[config.mk]
export PLATFORM = sky130hd
export DESIGN_NAME = pattern_gen
export DESIGN_NICKNAME = d
export VERILOG_FILES = /design/src/rtl/pattern_gen.sv
export SDC_FILE = /design/constraint.sdc
export NUM_CORES = 1
export LEC_CHECK = 0
export CAP_MARGIN = 20
export CELL_PAD_IN_SITES_DETAIL_PLACEMENT = 1
export CELL_PAD_IN_SITES_GLOBAL_PLACEMENT = 2
export CORE_MARGIN = 1
export CORE_UTILIZATION = 33
export DETAILED_ROUTE_END_ITERATION = 6
export GPL_ROUTABILITY_DRIVEN = 1
export PLACE_DENSITY_LB_ADDON = 0.1
export SKIP_CTS_REPAIR_TIMING = 1
export SLEW_MARGIN = 20
export SYNTH_ARGS = -nofsm -noshare
export SYNTH_HDL_FRONTEND = slang
export SYNTH_SLANG_ARGS = --single-unit
[constraint.sdc]
create_clock -name i_sysclk -period 11.8 [get_ports i_sysclk]
set_clock_uncertainty 0.05 [all_clocks]
set_input_delay 3.54 -clock i_sysclk [delete_from_list [all_inputs] [get_ports i_sysclk]]
set_output_delay 3.54 -clock i_sysclk [all_outputs]
set_load 0.05 [all_outputs]
[src/rtl/pattern_gen.sv]
// Self-timed video test-pattern source with its own raster timing.
// Patterns, scrolling and start-up blanking are selected per frame.
module pattern_gen #(
  parameter int DATA_WIDTH      = 16,
  parameter int PIXELS_PER_CLK  = 1,
  parameter int H_ACTIVE        = 540,
  parameter int H_SYNC          = 100,
  parameter int H_BP            = 370,
  parameter int H_FP            = 520,
  parameter int V_ACTIVE        = 1920,
  parameter int V_SYNC          = 3,
  parameter int V_BP            = 5,
  parameter int V_FP            = 6,
  parameter int BAR_SHIFT       = 7,
  parameter int BLANK_FRAMES    = 120,
  parameter int FRAME_CNT_WIDTH = 9
) (
  input  logic                                 i_sysclk,
  input  logic                                 i_arst,
  input  logic                                 i_enable,
  input  logic [2:0]                           i_mode,
  input  logic                                 i_scroll_en,
  input  logic [3*DATA_WIDTH-1:0]              i_solid_rgb,
  output logic                                 o_vs,
  output logic                                 o_hs,
  output logic                                 o_de,
  output logic                                 o_valid,
  output logic [15:0]                          o_x,
  output logic [15:0]                          o_y,
  output logic [PIXELS_PER_CLK*DATA_WIDTH-1:0] o_r,
  output logic [PIXELS_PER_CLK*DATA_WIDTH-1:0] o_g,
  output logic [PIXELS_PER_CLK*DATA_WIDTH-1:0] o_b,
  output logic [FRAME_CNT_WIDTH-1:0]           o_frame_cnt,
  output logic                                 o_init_done
);

  localparam int LANE_W = PIXELS_PER_CLK * DATA_WIDTH;
  localparam int SEL_W  = (BAR_SHIFT + 3 > 8) ? BAR_SHIFT + 3 : 8;

  localparam logic [15:0] H_SYNC_END  = 16'(H_SYNC);
  localparam logic [15:0] H_ACT_START = 16'(H_SYNC + H_BP);
  localparam logic [15:0] H_ACT_END   = 16'(H_SYNC + H_BP + H_ACTIVE);
  localparam logic [15:0] H_LAST      = 16'(H_SYNC + H_BP + H_ACTIVE + H_FP - 1);
  localparam logic [15:0] V_SYNC_END  = 16'(V_SYNC);
  localparam logic [15:0] V_ACT_START = 16'(V_SYNC + V_BP);
  localparam logic [15:0] V_ACT_END   = 16'(V_SYNC + V_BP + V_ACTIVE);
  localparam logic [15:0] V_LAST      = 16'(V_SYNC + V_BP + V_ACTIVE + V_FP - 1);
  localparam logic [FRAME_CNT_WIDTH:0] BLANK_LIMIT = (FRAME_CNT_WIDTH + 1)'(BLANK_FRAMES);

  typedef enum logic [2:0] {
    MODE_BARS    = 3'd0,
    MODE_HRAMP   = 3'd1,
    MODE_VRAMP   = 3'd2,
    MODE_CHECKER = 3'd3,
    MODE_SOLID   = 3'd4,
    MODE_BLACK5  = 3'd5,
    MODE_BLACK6  = 3'd6,
    MODE_BLACK7  = 3'd7
  } pattern_e;

  logic [15:0]                h_cnt, v_cnt;
  logic [15:0]                active_h, x_base, y_line, x_k;
  logic [SEL_W-1:0]           sel_k;
  pattern_e                   mode_q;
  logic                       scroll_q;
  logic                       frame_start, de_d;
  logic [FRAME_CNT_WIDTH-1:0] frame_nxt;
  logic [DATA_WIDTH-1:0]      comp_r, comp_g, comp_b;
  logic [LANE_W-1:0]          r_d, g_d, b_d;

  always_comb begin
    frame_start = (h_cnt == '0) && (v_cnt == '0);
    frame_nxt   = o_frame_cnt + FRAME_CNT_WIDTH'(1);
    de_d        = (h_cnt >= H_ACT_START) && (h_cnt < H_ACT_END) &&
                  (v_cnt >= V_ACT_START) && (v_cnt < V_ACT_END);
    active_h    = h_cnt - H_ACT_START;
    x_base      = active_h * 16'(PIXELS_PER_CLK);
    y_line      = v_cnt - V_ACT_START;
  end

  always_comb begin
    r_d    = '0;
    g_d    = '0;
    b_d    = '0;
    x_k    = '0;
    sel_k  = '0;
    comp_r = '0;
    comp_g = '0;
    comp_b = '0;
    for (int unsigned k = 0; k < PIXELS_PER_CLK; k++) begin
      x_k    = x_base + 16'(k);
      sel_k  = SEL_W'(x_k + (scroll_q ? 16'(o_frame_cnt) : 16'h0));
      comp_r = '0;
      comp_g = '0;
      comp_b = '0;
      case (mode_q)
        MODE_BARS: begin
          comp_r = {DATA_WIDTH{sel_k[BAR_SHIFT]}};
          comp_g = {DATA_WIDTH{sel_k[BAR_SHIFT+1]}};
          comp_b = {DATA_WIDTH{sel_k[BAR_SHIFT+2]}};
        end
        MODE_HRAMP: begin
          comp_r[DATA_WIDTH-1 -: 8] = sel_k[7:0];
          comp_g = comp_r;
          comp_b = comp_r;
        end
        MODE_VRAMP: begin
          comp_r[DATA_WIDTH-1 -: 8] = y_line[7:0];
          comp_g = comp_r;
          comp_b = comp_r;
        end
        MODE_CHECKER: begin
          comp_r = {DATA_WIDTH{x_k[BAR_SHIFT] ^ y_line[BAR_SHIFT]}};
          comp_g = comp_r;
          comp_b = comp_r;
        end
        MODE_SOLID: begin
          comp_r = i_solid_rgb[2*DATA_WIDTH +: DATA_WIDTH];
          comp_g = i_solid_rgb[DATA_WIDTH +: DATA_WIDTH];
          comp_b = i_solid_rgb[0 +: DATA_WIDTH];
        end
        default: ;
      endcase
      r_d[k*DATA_WIDTH +: DATA_WIDTH] = comp_r;
      g_d[k*DATA_WIDTH +: DATA_WIDTH] = comp_g;
      b_d[k*DATA_WIDTH +: DATA_WIDTH] = comp_b;
    end
    if (!de_d || !o_init_done) begin
      r_d = '0;
      g_d = '0;
      b_d = '0;
    end
  end

  // Frame start is only the (0,0) cycle while enabled; outputs there use the
  // previous frame's latched mode, which is harmless because it is in sync.
  always_ff @(posedge i_sysclk or posedge i_arst) begin
    if (i_arst) begin
      h_cnt       <= '0;
      v_cnt       <= '0;
      mode_q      <= MODE_BARS;
      scroll_q    <= 1'b0;
      o_vs        <= 1'b1;
      o_hs        <= 1'b1;
      o_de        <= 1'b0;
      o_valid     <= 1'b0;
      o_x         <= '0;
      o_y         <= '0;
      o_r         <= '0;
      o_g         <= '0;
      o_b         <= '0;
      o_frame_cnt <= '0;
      o_init_done <= 1'b0;
    end else if (!i_enable) begin
      h_cnt   <= '0;
      v_cnt   <= '0;
      o_vs    <= 1'b1;
      o_hs    <= 1'b1;
      o_de    <= 1'b0;
      o_valid <= 1'b0;
      o_x     <= '0;
      o_y     <= '0;
      o_r     <= '0;
      o_g     <= '0;
      o_b     <= '0;
    end else begin
      if (frame_start) begin
        mode_q      <= pattern_e'(i_mode);
        scroll_q    <= i_scroll_en;
        o_frame_cnt <= frame_nxt;
        if ({1'b0, frame_nxt} >= BLANK_LIMIT) o_init_done <= 1'b1;
      end
      o_hs    <= (h_cnt >= H_SYNC_END);
      o_vs    <= (v_cnt >= V_SYNC_END);
      o_de    <= de_d;
      o_valid <= de_d;
      o_x     <= de_d ? x_base : '0;
      o_y     <= de_d ? y_line : '0;
      o_r     <= r_d;
      o_g     <= g_d;
      o_b     <= b_d;
      if (h_cnt == H_LAST) begin
        h_cnt <= '0;
        v_cnt <= (v_cnt == V_LAST) ? '0 : v_cnt + 16'd1;
      end else begin
        h_cnt <= h_cnt + 16'd1;
      end
    end
  end

endmodule

==> results.md, run 1 <==
* Global placement routability congestion at 0.807
* Final setup fails at 0
* Post-synthesis area per instance at about 9.4 sq um
* Top-area cell type share of the netlist area at 0.482
* HP Class: register to register
* Synth Area in Adders at 0.0425
* GR Util All Layers at 0.206
* Buffers added on ports at ~150
* DIE AREA at 0.0206 sq mm
* Initial antenna violation count at 0
* CP dominant cell by count: buf_4
* Io pins at 149
* Rel. slew slack at 0.341
* EDFF count, synth at 0
* Remaining antenna violation count after routing at 0
* TritonCTS buffer count at 17
* Internal power at 0.872 mW
* WP buf/inv at 4
* CP Class: primary input to register
* Via count at ~5600
* Vias per cell at 5.03
* Critical-path maximum fanout at 39
* Total wire length at 20500 microns
* Leakage at 3.81 nW
* Total chip power at 1.27 mW
* Synthesized area at 0.00660 sq mm
* Share of layout cells above drive strength 1 at 0.0656
* Clock Tree Buf Depth at 2
* VDD IR max at approximately 0.12 mV
* Die Wd at 143 microns
* Power Density at between 100 and 150 mW/mm^2
* Startpoint types: primary input
* Compound-Gate Fraction of Synth Area at 0.128
* Total grt overflow at 0
* Largest area contributor in the netlist: dfrtp_1
* Starting Density at 0.338
* CP max-delay cell: clkdlybuf4s50_1
* Post-synthesis simple-gate area fraction at 0.205
* Crit end category: register
* # DRC at 0
* Clk_lat worst skew at 0.41 ns
* Clk pwr share at 0.412
* Sw Ratio at 0.314
* Worst-margin pin slew at roughly 0.96 ns
* Largest net degree at the start of global routing at 66
* Status: finished clean
* WP data required at 12.06 ns
* Detailed placement HPWL at between 15000 and 20000 microns
* Die height at around 140 microns
* Core Rows at 51
* Fin Setup TNS at 0 ns
* Top post-synthesis cells by area: dfrtp_1, nand2_1, nor2_1
* Cells after synthesis at 703
* Top delay family on crit path: buffers and inverters
* CTS tree: done
* FFs w/ async S/R, synth at 1.00
* Syn_nets at just under 800
* Final Critical Period at 5.61 ns
* Post-Synth XOR/XNOR Area at 0.0759
* Number of diodes at 0
* Clock Sinks at 129
* Sequential Power Share at 0.386
* Synth-to-layout area growth at 34.2%
* Final hold violation count at 0
* Iter 0 DRT Violations at 217
* Sequential fraction of the synthesis area at 0.490
* RSZ-0062 raised after global routing: no
* TritonRoute pass-1 iters at 4
* Synth warnings at 0
* Crit path cell chain: clkdlybuf4s50_1 -> nand3b_1 -> nor2_1 -> o311ai_4 -> buf_4 -> inv_1 -> o211ai_1 -> buf_4 -> a41oi_1
* Crit share post-route at 0.475
* Avg WL per Cell at 18.6 microns
* CP arrival at 5.87 ns
* Core area at 0.0195 sq mm
* Post-synth cell types at 60
* #FFs+latches synth at 129
* Post-synthesis mux area share at 0.0131
* Max Clk Rate at 0.178 GHz
* Combinational power share at 0.202
* P_sw at approximately 0.40 mW
* Final #Nets at ~900
* H-tree depth at 4
* Largest family of logic cells by synthesized area: simple AND/OR/NAND/NOR gates
* Vias in the first global route at 5790
* Critical Path Max Stage Delay at ~0.55 ns
* Clock Root Buffer: clkbuf_16
* Top post-synthesis cells by count: dfrtp_1, nand2_1, nor2_1
* Max cap viols at 0
* Global-route wire length before repair at 32200 microns
* Max Transition Viols Final at 0
* CTS clock-pin slew for the worst setup and hold paths at about 0.060 ns
* Most common cell in the synthesized netlist: dfrtp_1
* Predominant post-synthesis flop cell: dfrtp_1
[logic make-up (layout without fill, tap and decap cells)]
family / Yosys count / count (layout)
xor gates and xnor gates: 54 / 54
buffers and inverters: 73 / 209
muxes: 8 / 8
adders and majority gates: 22 / 22
DFF: 129 / 129
AOI/OAI and AO/OA: 140 / 140
and+or+nand+nor: 277 / 277
[per-layer routing]
metal | up-vias | wire (microns) | GRT usage
met4 | 0 | 180 | 0.0470
met2 | 135 | 9660 | 0.333
met3 | 14 | 891 | 0.0417
met5 | - | 0 | 0
li1 | 2661 | - | -
met1 | 2743 | 9790 | 0.283
[flip-flops by register name, indices dropped and copies added, names as in the netlist]
signal and flops:
o_valid 1, o_vs 1, o_y 16, o_b 16, o_x 16, o_r 16, mode_q 3, o_init_done 1
o_hs 1, v_cnt 16, scroll_q 1, o_frame_cnt 9, h_cnt 16, o_g 16
[cells in the final DEF, fill, tap and decap left out, drive strengths merged, types with 22 or more instances in the layout]
cell / n
clkdlybuf4s50: 148
dfrtp: 127
nand2: 82
nor2: 73
a21oi: 55
o21ai: 31
xnor2: 30
inv: 25
xor2: 22
[final cells by class]
cell class,instances,area (sq um)
fill,2223,10700
sequential,129,3230
multi-input combinational,501,3090
timing repair buffer,153,1520
clock buffer,19,453
tap,265,332
clock inverter,13,135
inverter,24,92.6
[metrics by stage]
stage / instances / setup WS, ns / instance area, sq um / hold slack (ns) / utilization
3_5_place_dp: 1072 / 5.83 / 8260 / 0.510 / 0.423
5_1_grt: 1104 / 6.00 / 8850 / 0.540 / 0.453
4_1_cts: 1104 / 6.17 / 8850 / 0.519 / 0.453
3_3_place_gp: 1072 / 5.96 / 8260 / 0.494 / 0.423
6_report: 1104 / 6.19 / 8850 / 0.505 / 0.453
2_1_floorplan: 703 / 4.77 / 6600 / 0.452 / -
[worst reg2reg max path, stage by stage, from the launching register on]
cell and delay (ns):
dfrtp_1 0.51, inv_1 0.18, ha_1 0.35, inv_1 0.07, ha_1 0.35, nor2b_1 0.15, o21ai_0 0.41, a2111oi_0 0.20
a211oi_1 0.36, mux2_2 0.40, o221ai_1 0.71, a21oi_1 0.17
[power by group through the flow]
stage          Combinational [mW]  Clock [mW]  Sequential [mW]
5_1_grt                     0.281       0.556            0.495
3_3_place_gp                0.252           0            0.497
2_1_floorplan               0.149           0            0.512
4_1_cts                     0.260       0.536            0.491
6_report                    0.257       0.524            0.490
3_5_place_dp                0.257           0            0.499
[worst paths after layout]
kind,startpoint,to,slack [ns],depth (start not counted)
max,i_enable,o_b[15]$_DFF_PP0_,6.19,9
min,o_frame_cnt[6]$_DFFE_PP0P_,o_frame_cnt[6]$_DFFE_PP0P_,0.51,1
max reg2reg,h_cnt[1]$_DFF_PP0_,o_g[6]$_DFF_PP0_,7.73,11
min reg2reg,o_frame_cnt[6]$_DFFE_PP0P_,o_frame_cnt[6]$_DFFE_PP0P_,0.51,1
max in group asynchronous,i_arst,o_g[9]$_DFF_PP0_,6.72,3
min in group asynchronous,i_arst,o_y[15]$_DFF_PP0_,3.61,2
No activity file was read; power rests on OpenSTA's default activity.
==> run 2: changes to the inputs <==
--- a/config.mk
+++ b/config.mk
@@ -9,7 +9,7 @@
 export CELL_PAD_IN_SITES_DETAIL_PLACEMENT = 1
 export CELL_PAD_IN_SITES_GLOBAL_PLACEMENT = 2
 export CORE_MARGIN = 1
-export CORE_UTILIZATION = 33
+export CORE_UTILIZATION = 31
 export DETAILED_ROUTE_END_ITERATION = 6
 export GPL_ROUTABILITY_DRIVEN = 1
 export PLACE_DENSITY_LB_ADDON = 0.1
==> constraint.sdc (replaced) <==
create_clock -name i_sysclk -period 5.58 [get_ports i_sysclk]
set_clock_uncertainty 0.05 [all_clocks]
set_input_delay 1.674 -clock i_sysclk [delete_from_list [all_inputs] [get_ports i_sysclk]]
set_output_delay 1.674 -clock i_sysclk [all_outputs]
set_load 0.05 [all_outputs]
==> run 2 against run 1 <==
  * Combinational power is 110% higher
  * Highest routed layer unchanged
  * Sequential share of layout area is 0.11 points lower
  * Register-to-register slack worse by 6.0 ns
  * Critical path type is now register to register
==> results.md, run 2 (synthesis results as in run 1) <==
* CTS clock-pin slew for the worst setup and hold paths at about 0.060 ns
* CP arrival at 4.09 ns
* Buffers added on ports at 148
* Worst-margin pin slew at 0.848 ns
* Die height at approximately 150 microns
* Reg2Reg Setup Slack at 1.69 ns
* Critical-path maximum fanout at 8
* Leakage at 3.83 nW
* Rel. slew slack at 0.435
* Most common cell after layout, fill and taps aside: clkdlybuf4s50_1
* Startpoint types: register
* Vias in the first global route at 5845
* Total chip power at 2.70 mW
* Number of diodes at 0
* Iter 0 DRT Violations at 237
* CTS tree: done
* Total grt overflow at 0
* Final #Nets at 902
* Max Clk Rate at 0.257 GHz
* Core area at around 0.02 sq mm
* Io pins at 149
* Clock Sinks at 129
* WP data required at 5.78 ns
* Max cap viols at 0
* Fin Setup TNS at 0 ns
* Share of layout cells above drive strength 1 at 0.0656
* DIE AREA at 0.0219 sq mm
* TritonRoute pass-1 iters at 4
* H-tree depth at 4
* Design Area, Final at 0.00888 sq mm
* Hold path cells at 1
* Min-Delay Endpoint: o_frame_cnt[2]$_DFFE_PP0P_
* Via count at 5562
* VDD IR max at about 0.21 mV
* Final Hold Slack at 0.521 ns
* Crit share post-route at 0.697
* Remaining antenna violation count after routing at 0
* Core Rows at 52
* Die Wd at 148 microns
* Clock Tree Buf Depth at 2
* Final Critical Period at 3.89 ns
* Placed insts at 1077
* Power Density at 304 mW/mm^2
* Commonest cells after routing, fill and taps aside: clkdlybuf4s50_1, dfrtp_1, nand2_1, nor2_1, a21oi_1
* Reg2reg start: h_cnt[1]$_DFF_PP0_
* Clock Root Buffer: clkbuf_16
* Final std cells w/o fill at 1109
* Avg WL per Cell at 18.2 microns
* Pre-CTS WS at 1.54 ns
* GR Util All Layers at 0.192
* Clk_lat worst skew at 0.42 ns
* Max Transition Viols Final at 0
* Final setup fails at 0
* Global-route wire length before repair at 32400 microns
* Placed inst area at between 0.008 and 0.009 sq mm
* Final hold violation count at 0
* HP Class: register to register
* Status: finished clean
* CP Class: register to register
* Initial antenna violation count at 0
* RSZ-0062 raised after global routing: no
* Post-route setup slack at 1.69 ns
* TritonCTS buffer count at 17
* Starting Density at 0.321
* # DRC at 0
* Global placement routability congestion at 0.815
* Fin util at 0.432
* R2R cell count at 11
* Hold path start: o_frame_cnt[2]$_DFFE_PP0P_
* Terminus of the critical flop-to-flop path: o_g[7]$_DFF_PP0_
* Largest net degree at the start of global routing at between 60 and 70
* Total wire length at 20200 microns
* Synth-to-layout area growth at 34.6%
* Vias per cell at 5.02
* Crit end category: register
* Detailed placement HPWL at between 15000 and 20000 microns
[run 2: changes by cell type in the layout (fill, tap and decap cells not counted)]
cell,change
buf_12,+1
clkinv_4,+1
buf_4,-1
clkinvlp_4,-3
inv_6,+1
clkbuf_8,+1
[run 2: worst max path at each step]
stage	start	to	slack (ns)	cells past startpoint
final	h_cnt[1]$_DFF_PP0_	o_g[7]$_DFF_PP0_	1.69	11
after global routing	h_cnt[1]$_DFF_PP0_	o_g[2]$_DFF_PP0_	1.36	11
after CTS	h_cnt[1]$_DFF_PP0_	o_g[7]$_DFF_PP0_	1.72	11
after detailed placement	i_enable	o_frame_cnt[8]$_DFFE_PP0P_	1.54	7
after global placement	i_enable	o_frame_cnt[8]$_DFFE_PP0P_	1.73	7
after floorplan	i_arst	h_cnt[0]$_DFF_PP0_	0.42	1
[run 2: cell type report]
cell class,instances,area [sq um]
Clock buffer,20,467
Tap cell,270,338
Timing Repair Buffer,153,1530
Sequential cell,129,3230
Clock inverter,12,130
Fill cell,2327,11700
Multi-Input combinational cell,501,3090
Inverter,24,92.6
[run 2: worst max-delay path: stages (launching register included)]
cell       delay, ns
dfrtp_1         0.49
inv_1           0.15
ha_1            0.33
inv_1           0.05
ha_1            0.34
nor2b_1         0.15
o21ai_0         0.36
a2111oi_0       0.19
a211oi_1        0.38
mux2_2          0.39
o221ai_1        0.68
a21oi_1         0.15
[run 2: report_power, final]
group / switching, mW / leakage [nW] / total (mW) / internal, mW
Clock: 0.421 / 0.293 / 1.11 / 0.694
Combinational: 0.347 / 1.77 / 0.548 / 0.201
Sequential: 0.0737 / 1.77 / 1.04 / 0.966
[run 2: metal layers]
| layer | up-vias | part of all wire | wire length [microns] | track usage |
|---|---|---|---|---|
| li1 | 2667 | - | - | - |
| met1 | 2759 | 0.47 | 9510 | 0.261 |
| met2 | 123 | 0.48 | 9630 | 0.315 |
| met3 | 13 | 0.045 | 898 | 0.0349 |
| met4 | 0 | 0.0067 | 136 | 0.0479 |
| met5 | - | 0 | 0 | 0 |
==> run 3: changes to the inputs <==
==> constraint.sdc (replaced) <==
create_clock -name i_sysclk -period 3.99 [get_ports i_sysclk]
set_clock_uncertainty 0.05 [all_clocks]
set_input_delay 1.197 -clock i_sysclk [delete_from_list [all_inputs] [get_ports i_sysclk]]
set_output_delay 1.197 -clock i_sysclk [all_outputs]
set_load 0.05 [all_outputs]
==> run 3 against run 2 <==
  * Core utilization up 0.63 points
  * Hold slack worse by 0.045 ns
  * Critical endpoint is now o_b[7]$_DFF_PP0_
  * Fmax up 6.7%
  * Largest cell class unchanged
  * Critical path type unchanged
  * Clock-buffer cell count down 3
  * Register-to-register slack worse by 1.3 ns
  * Clock power up 58%
==> results.md, run 3 (synthesis results as in run 1) <==
* VDD IR max at 0.411 mV
* P_sw at 1.22 mW
* Via count at 5590
* Number of diodes at 0
* Sw Ratio at 0.307
* CTS tree: done
* Clock Tree Buf Depth at 2
* Buffers added on ports at about 150
* Core Rows at 52
* Crit share post-route at 0.914
* Crit path cell chain: ha_1 -> xnor2_1 -> ha_1 -> o21a_1 -> a21oi_1 -> maj3_1 -> o31ai_1 -> o21ai_0 -> nor3_2 -> a21oi_1
* RSZ-0062 raised after global routing: no
* Max cap viols at 0
* Io pins at 149
* CP arrival at approximately 3.9 ns
* Crit end category: register
* Iter 0 DRT Violations at between 200 and 250
* Final setup fails at 0
* CTS clock-pin slew for the worst setup and hold paths at 0.06 ns
* Critical Path Max Stage Delay at 0.61 ns
* Clock Sinks at around 130
* Final #Nets at 909
* Die height at about 150 microns
* Placed inst area at 0.00835 sq mm
* Total chip power at 3.98 mW
* Status: finished clean
* Worst-margin pin slew at around 0.8 ns
* Terminus of the critical flop-to-flop path: o_b[7]$_DFF_PP0_
* Die Wd at 148 microns
* Sequential Area at 0.00323 sq mm
* Synth-to-layout area growth at 36.6%
* Total wire length at 20500 microns
* HP Class: register to register
* Pre-CTS WS at 0.327 ns
* Reg2Reg Setup Slack at 0.34 ns
* Hold path cells at 2
* Global-route wire length before repair at between 30000 and 40000 microns
* Internal power at ~2.8 mW
* Max Transition Viols Final at 0
* Most common cell after layout, fill and taps aside: clkdlybuf4s50_1
* Final hold violation count at 0
* Rel. slew slack at 0.451
* Avg WL per Cell at 18.3 microns
* GR Util All Layers at 0.196
* Max Clk Rate at ~0.27 GHz
* Remaining antenna violation count after routing at 0
* Leakage at a little under 4 nW
* Fin Setup TNS at 0 ns
* Starting Density at 0.321
* Total grt overflow at 0
* CP max-delay cell: nor3_2
* Clock Root Buffer: clkbuf_16
* Top delay family on crit path: compound AO/OA/AOI/OAI gates
* TritonCTS buffer count at 17
* WP buf/inv at 0
* Hold path start: o_init_done$_DFFE_PP0P_
* Startpoint types: register
* DIE AREA at 0.0219 sq mm
* Clk_lat worst skew at 0.42 ns
* Vias in the first global route at 5885
* Global placement routability congestion at 0.863
* Post-route setup slack at 0.344 ns
* Share of layout cells above drive strength 1 at 0.0733
* Layout fillers at 2311
* Commonest cells after routing, fill and taps aside: clkdlybuf4s50_1, dfrtp_1, nand2_1, nor2_1, a21oi_1
* # DRC at 0
* Core area at 0.0206 sq mm
* WP depth at 10
* WP data required at 4.20 ns
* Final Critical Period at 3.65 ns
* Area of the multi-input gates at a little over 0.003 sq mm
* Largest net degree at the start of global routing at 54
* Min-Delay Endpoint: o_init_done$_DFFE_PP0P_
* Combinational power share at 0.194
* Clk pwr share at 0.441
* Vias per cell at 5.01
* Critical-path maximum fanout at 11
* Initial antenna violation count at 0
* TritonRoute pass-1 iters at 4
* CP Class: register to register
* Detailed placement HPWL at 15300 microns
* Power Density at approximately 440 mW/mm^2
* Reg2reg start: h_cnt[2]$_DFF_PP0_
* R2R cell count at 10
* H-tree depth at 4
* Sequential Power Share at 0.365
* Design Area, Final at 0.00901 sq mm
-- run 3: cell types whose count changed in the layout (fill, tap and decap cells not counted), sizes merged --
cell / change
bufinv: +3
inv: -1
clkinvlp: +1
buf: +7
clkbuf: -3
-- run 3: worst max-delay path by stage --
stage,slack (ns),start,endpoint
2_1_floorplan,0.79,o_frame_cnt[0]$_DFFE_PP0P_,o_g[0]$_DFF_PP0_
3_3_place_gp,0.50,h_cnt[1]$_DFF_PP0_,o_b[4]$_DFF_PP0_
3_5_place_dp,0.33,h_cnt[1]$_DFF_PP0_,o_b[7]$_DFF_PP0_
4_1_cts,0.32,h_cnt[1]$_DFF_PP0_,o_b[7]$_DFF_PP0_
5_1_grt,0.07,h_cnt[1]$_DFF_PP0_,o_g[5]$_DFF_PP0_
6_report,0.34,h_cnt[2]$_DFF_PP0_,o_b[7]$_DFF_PP0_
-- run 3: per-layer routing --
layer  GRT usage  vias to the layer above  wire (microns)  share of wire
li1            -                     2684               -              -
met1       0.269                     2767            9820           0.48
met2       0.312                      122            9520           0.47
met3      0.0395                       17             859          0.042
met4      0.0531                        0             277          0.014
met5           0                        -               0              0
-- run 3: power groups by stage --
stage	logic (mW)	registers, mW	clock network, mW
after floorplan	0.441	1.52	0
after CTS	0.778	1.45	1.79
after global routing	0.844	1.47	1.85
after global placement	0.765	1.47	0
final	0.770	1.45	1.75
after detailed placement	0.772	1.48	0
-- run 3: final cells by class --
class	instances	area share
Sequential cell	129	0.359
Multi-Input combinational cell	501	0.343
Inverter	24	0.0104
Clock buffer	17	0.0472
Clock inverter	15	0.0260
Timing Repair Buffer	160	0.177
Tap cell	270	0.0375
-- run 3: through the flow --
| stage | std cells | hold WS [ns] | util |
|---|---|---|---|
| after floorplan | 703 | 0.452 | - |
| after global placement | 1084 | 0.455 | 0.406 |
| after detailed placement | 1084 | 0.469 | 0.406 |
| after CTS | 1116 | 0.482 | 0.438 |
| after global routing | 1116 | 0.526 | 0.438 |
| final | 1116 | 0.476 | 0.438 |
-- run 3: worst register-to-register path: cells and delay by family (launching register included) --
family	cells	cell delay (ns)
AND/OR/NAND/NOR	1	0.61
AO/OA/AOI/OAI	5	1.07
adder cells (fa/ha/maj)	3	1.07
XOR/XNOR	1	0.14
flip-flops	1	0.55
